[config.mk]
export PLATFORM = sky130hd
export DESIGN_NAME = program_loader
export DESIGN_NICKNAME = d
export VERILOG_FILES = /design/src/rtl/program_loader_pkg.sv /design/src/rtl/program_loader.sv
export SDC_FILE = /design/constraint.sdc
export NUM_CORES = 1
export LEC_CHECK = 0
export ABC_CLOCK_PERIOD_IN_PS = 2250
export BUFFER_PORTS_ARGS = -buffer_cell sky130_fd_sc_hd__buf_4
export CAP_MARGIN = 0
export CORE_ASPECT_RATIO = 2
export CORE_UTILIZATION = 56
export DETAILED_ROUTE_END_ITERATION = 8
export MAX_ROUTING_LAYER = met4
export PLACE_DENSITY_LB_ADDON = 0.12
export SKIP_LAST_GASP = 1
export SLEW_MARGIN = 10
export SYNTH_ARGS = -nofsm -noshare
export SYNTH_HDL_FRONTEND = slang
export SYNTH_SLANG_ARGS = --single-unit
[constraint.sdc]
create_clock -name clk -period 2.25 [get_ports clk]
set_clock_uncertainty 0.05 [all_clocks]
set_input_delay 0 -clock clk [delete_from_list [all_inputs] [get_ports clk]]
set_output_delay 0 -clock clk [all_outputs]
set_load 0.03 [all_outputs]
[src/rtl/program_loader_pkg.sv]
// Shared processor definitions: loader state encoding, width defaults and the
// per-state control-output map used by the loader and the control unit.
package program_loader_pkg;

    localparam int ADDR_W_DEF = 10;
    localparam int DATA_W_DEF = 16;
    // Length field carried in the low bits of the first stream word.
    localparam int LEN_W      = 11;

    typedef enum logic [2:0] {
        S_IDLE,
        S_LEN,
        S_LOAD,
        S_START,
        S_RUN,
        S_DONE,
        S_ERR
    } state_t;

    typedef struct packed {
        logic word_ready;
        logic cpu_reset;
        logic cpu_start;
        logic busy;
        logic error;
    } ctl_t;

    function automatic ctl_t ctl_for(state_t s);
        ctl_t c;
        c.word_ready = (s == S_LEN) || (s == S_LOAD);
        c.cpu_reset  = (s != S_RUN);
        c.cpu_start  = (s == S_START) || (s == S_RUN);
        c.busy       = (s == S_LEN) || (s == S_LOAD) || (s == S_START) || (s == S_RUN);
        c.error      = (s == S_ERR);
        return c;
    endfunction

endpackage

[src/rtl/program_loader.sv]
// Streams a length-prefixed program into instruction memory, then starts the
// processor and supervises its run with a timeout.
//
//   state | meaning
//   IDLE  | waiting for load_req, processor held in reset
//   LEN   | waiting for the length word
//   LOAD  | writing instruction words into IM
//   START | one-cycle start pulse with processor still in reset
//   RUN   | processor running, run counter advancing
//   DONE  | processor finished, held quiescent
//   ERR   | bad length or run timeout, error flag raised
module program_loader
    import program_loader_pkg::*;
#(
    parameter int ADDR_W      = ADDR_W_DEF,
    parameter int DATA_W      = DATA_W_DEF,
    parameter int RUN_TIMEOUT = 4096
) (
    input  logic              clk,
    input  logic              reset,
    input  logic              load_req,
    input  logic              word_valid,
    input  logic [DATA_W-1:0] word_data,
    output logic              word_ready,
    output logic              im_en_write,
    output logic [ADDR_W-1:0] im_address,
    output logic [DATA_W-1:0] im_data,
    output logic              cpu_reset,
    output logic              cpu_start,
    input  logic              cpu_done,
    output logic              busy,
    output logic              error
);

    localparam int RUN_W = (RUN_TIMEOUT > 1) ? $clog2(RUN_TIMEOUT) : 1;
    localparam logic [RUN_W-1:0] RUN_LAST = RUN_W'(RUN_TIMEOUT - 1);
    localparam int MAX_N = 2 ** ADDR_W;

    state_t            state;
    ctl_t              ctl;
    logic [ADDR_W-1:0] addr_cnt;
    logic [ADDR_W-1:0] last_addr;
    logic [RUN_W-1:0]  run_cnt;
    logic [LEN_W-1:0]  len;
    logic              len_bad;
    logic              accept;

    assign len     = word_data[LEN_W-1:0];
    assign len_bad = (len == '0) || (int'(len) > MAX_N);
    assign accept  = word_valid && ctl.word_ready;

    assign word_ready = ctl.word_ready;
    assign cpu_reset  = ctl.cpu_reset;
    assign cpu_start  = ctl.cpu_start;
    assign busy       = ctl.busy;
    assign error      = ctl.error;

    // Control outputs are loaded with the value of the state being entered,
    // so they are registered and aligned with the state register.
    always_ff @(posedge clk) begin
        if (reset) begin
            state       <= S_IDLE;
            ctl         <= ctl_for(S_IDLE);
            im_en_write <= 1'b0;
            im_address  <= '0;
            im_data     <= '0;
            addr_cnt    <= '0;
            last_addr   <= '0;
            run_cnt     <= '0;
        end else begin
            im_en_write <= 1'b0;
            case (state)
                S_IDLE, S_DONE, S_ERR: begin
                    if (load_req) begin
                        state <= S_LEN;
                        ctl   <= ctl_for(S_LEN);
                    end
                end
                S_LEN: begin
                    if (accept) begin
                        if (len_bad) begin
                            state <= S_ERR;
                            ctl   <= ctl_for(S_ERR);
                        end else begin
                            addr_cnt  <= '0;
                            last_addr <= ADDR_W'(len - LEN_W'(1));
                            state     <= S_LOAD;
                            ctl       <= ctl_for(S_LOAD);
                        end
                    end
                end
                S_LOAD: begin
                    if (accept) begin
                        im_en_write <= 1'b1;
                        im_address  <= addr_cnt;
                        im_data     <= word_data;
                        addr_cnt    <= addr_cnt + ADDR_W'(1);
                        if (addr_cnt == last_addr) begin
                            state <= S_START;
                            ctl   <= ctl_for(S_START);
                        end
                    end
                end
                S_START: begin
                    run_cnt <= '0;
                    state   <= S_RUN;
                    ctl     <= ctl_for(S_RUN);
                end
                S_RUN: begin
                    // An explicit reload aborts the run; completion beats timeout.
                    if (load_req) begin
                        state <= S_LEN;
                        ctl   <= ctl_for(S_LEN);
                    end else if (cpu_done) begin
                        state <= S_DONE;
                        ctl   <= ctl_for(S_DONE);
                    end else if (run_cnt == RUN_LAST) begin
                        state <= S_ERR;
                        ctl   <= ctl_for(S_ERR);
                    end else begin
                        run_cnt <= run_cnt + RUN_W'(1);
                    end
                end
                default: begin
                    state <= S_IDLE;
                    ctl   <= ctl_for(S_IDLE);
                end
            endcase
        end
    end

endmodule

==> impl_metrics.tcl <==
set metrics [dict create \
    outcome "completed" \
    cp_max_fo 16 \
    syn_inst 375 \
    die_w_um 54.7 \
    r2r_cells 5 \
    min_period_ns 2.18 \
    multi_input_area_sq_um 1670 \
    final_area_sq_um 3970 \
    fin_cells 510 \
    ctsHtreeMaxLevel 3 \
    track_usage_pct 29.3 \
    power_density_nw_per_um2 815 \
    coreArea_sq_um 5370 \
    regToRegStartpoint "state[1]" \
    syn_to_final_growth_pct 27.7 \
    drt.antenna.violating_nets 0 \
    power.internal_mw 2.25 \
    setup_tns_ns 0 \
    antenna_found_initial 0 \
    tightest_slew_ns 0.563 \
    drv_slew 0 \
    timing.hold.ws_ns 0.0419 \
    post-place-ws_ns 0.222 \
    cts.clk_slew.worst_paths_ns 0.07 \
    drc 0 \
    fin_util_pct 73.9 \
    postSynthAreaPerCell_sq_um 8.30 \
    clk-insertion-delay-late_ns 0.36 \
    p_sw_mw 0.991 \
    power_frac_clock_pct 35.2 \
    setup_ws_ns 0.0721 \
    swShare_pct 30.6 \
    crit_type "input pin to register" \
    gp_congestion 0.882 \
    fmax_ghz 0.459 \
    ctsResizeCount 0 \
    crit_end "addr_cnt[1]" \
    firstDrtPassIters 5 \
    grt.overflow.total 0 \
    synth_edf_count 0 \
    synth_warnings 0 \
    io_pins 53 \
    worstPathArrival_ns 2.38 \
    synth_nets 399 \
    crit_start "word_data[2]" \
    placed_cell_area_sq_um 3570 \
    hold_path_class "input pin to register" \
    cts_buffers 9 \
    die-area_sq_um 5880 \
    rows 38 \
    die_y_um 107 \
    rsz0062_at_grt "true" \
    ff2ff_setup_slack_ns 0.20 \
    seq_area_frac_synth_pct 43.1 \
    synth_async_sr_flop_share_pct 0 \
    regArea_sq_um 1340 \
    start_kind "input pin" \
    hold_depth 4 \
    grt_pass1_vias 2809 \
    clock-root-buffer "clkbuf_8" \
    ys_seq_elements 67 \
    setup_viol 0 \
    start_util_pct 57.9 \
    tritoncts "built" \
    synthTopCellsByArea "dfxtp_1, nand2_1, xnor2_1" \
    wl_per_cell_um 15.1 \
    cap_violations 0 \
    synth_most_common_cell "nand2_1" \
    yosys.area.top_type "dfxtp_1" \
    dpl.hpwl_um 5580 \
    nNetsFinal 469 \
    vias 2938 \
    peakVddDrop_uv 1210 \
    via_per_inst 5.76 \
    drive_gt1_share_pct 19.1 \
    crit-reg2reg-capture "busy" \
    synth.distinct_cells 45 \
    clock_sinks 67 \
    yosys.area.top_type_share_pct 43.1 \
    power_mw 3.24 \
    grt_pass1_wl_um 12000 \
    grt_max_degree 33 \
    synth_common_cells "nand2_1, dfxtp_1, a21oi_1, nor2_1, xnor2_1" \
    period_share_pct 96.8 \
    synth-main-ff-cell "dfxtp_1" \
    combPwrFrac_pct 22.6 \
    total_leakage_power_nw 1.46 \
    nFillCells 442 \
    ctsLongestPathBuffers 2 \
    drt_wl_total_um 7720 \
    finalHoldViolations 0 \
    end_kind "register" \
    io_buffers 52 \
    drt_iter0_markers 71 \
    worstPathRequired_ns 2.45 \
    antenna_cells 0 \
    synth_area_sq_um 3110 \
    pwr-share-seq_pct 42.2 \
    dp.cells 477 \
    relSlewSlack_pct 61.5 \
]
## layout by cell type (no fill, tap or decap), drive strengths merged, types with 4 or more instances in the layout
master       Yosys  final
nor3            17     17
nand2           68     68
o211ai           5      5
clkbuf          12     12
xnor2           24     24
nor4             4      4
nand2b           4      4
a21oi           37     37
nand4            7      7
o21ai            9      9
o2111ai          4      4
and2             5      5
nand3            4      4
dfxtp           67     67
a211oi          10     10
inv              7      7
or4              4      4
or3              5      5
buf              8     62
nor2            30     30
xor2            11     11
dlygate4sd3      0     17
nor3b            4      4
## how the worst min path moves through the flow
stage               slack, ns           end           from
floorplan                0.05  last_addr[0]   word_data[0]
finish                   0.04         error       cpu_done
CTS                      0.04         error       cpu_done
global route             0.06         error       cpu_done
detailed placement       0.21   im_data[15]  word_data[15]
global placement         0.20   im_data[12]  word_data[12]
## state kept, by name (all words and copies together) (netlist names), 3 cells and up
| name | flops |
|---|---|
| im_address | 10 |
| state | 3 |
| run_cnt | 12 |
| last_addr | 10 |
| addr_cnt | 10 |
| im_data | 16 |
## power groups by stage
stage          clock network [mW]  logic, mW  registers, mW
6_report                     1.14      0.731           1.37
4_1_cts                      1.16      0.733           1.36
5_1_grt                      1.20      0.798           1.38
2_1_floorplan                   0      0.455           1.42
3_5_place_dp                    0      0.706           1.39
3_3_place_gp                    0      0.698           1.38
## cells by family after synthesis
| group | Yosys count | share of synthesized area, % |
|---|---|---|
| XOR/XNOR | 35 | 9.85 |
| adder cells (fa/ha/maj) | 3 | 1.21 |
| AND/OR/NAND/NOR | 160 | 25.0 |
| flip-flops | 67 | 43.1 |
| buffers and inverters | 27 | 3.46 |
| multiplexers | 3 | 0.965 |
| AO/OA/AOI/OAI | 80 | 16.4 |
## final cells by class
cell class                      instances  area share, %
Clock buffer                           12           3.91
Clock inverter                          4           1.83
Inverter                                7          0.661
Multi-Input combinational cell        281           42.0
Sequential cell                        67           33.8
Tap cell                               60           1.89
Timing Repair Buffer                   79           16.0
## layer usage
metal | up-vias | wire length (um) | global-route usage [%]
met1 | 1386 | 2730 | 24.7
met5 | - | 0 | -
li1 | 1453 | - | -
met2 | 76 | 4390 | 53.0
met3 | 23 | 285 | 6.92
met4 | 0 | 307 | 17.2
## what timing repair did
item                                    CTS  global route
hold buffers                             17             0
endpoints found under the hold margin    40             0
buffers inserted                          0             0
endpoints found under the setup margin    0             3
## critical path: stages
cell	delay [ns]
dlygate4sd3_1	0.53
buf_4	0.16
or4_4	0.58
nor4_4	0.31
mux2i_2	0.28
buf_4	0.25
a2bb2oi_1	0.21
nor2_1	0.05
Note: power is estimated with default switching activity, not from simulation.
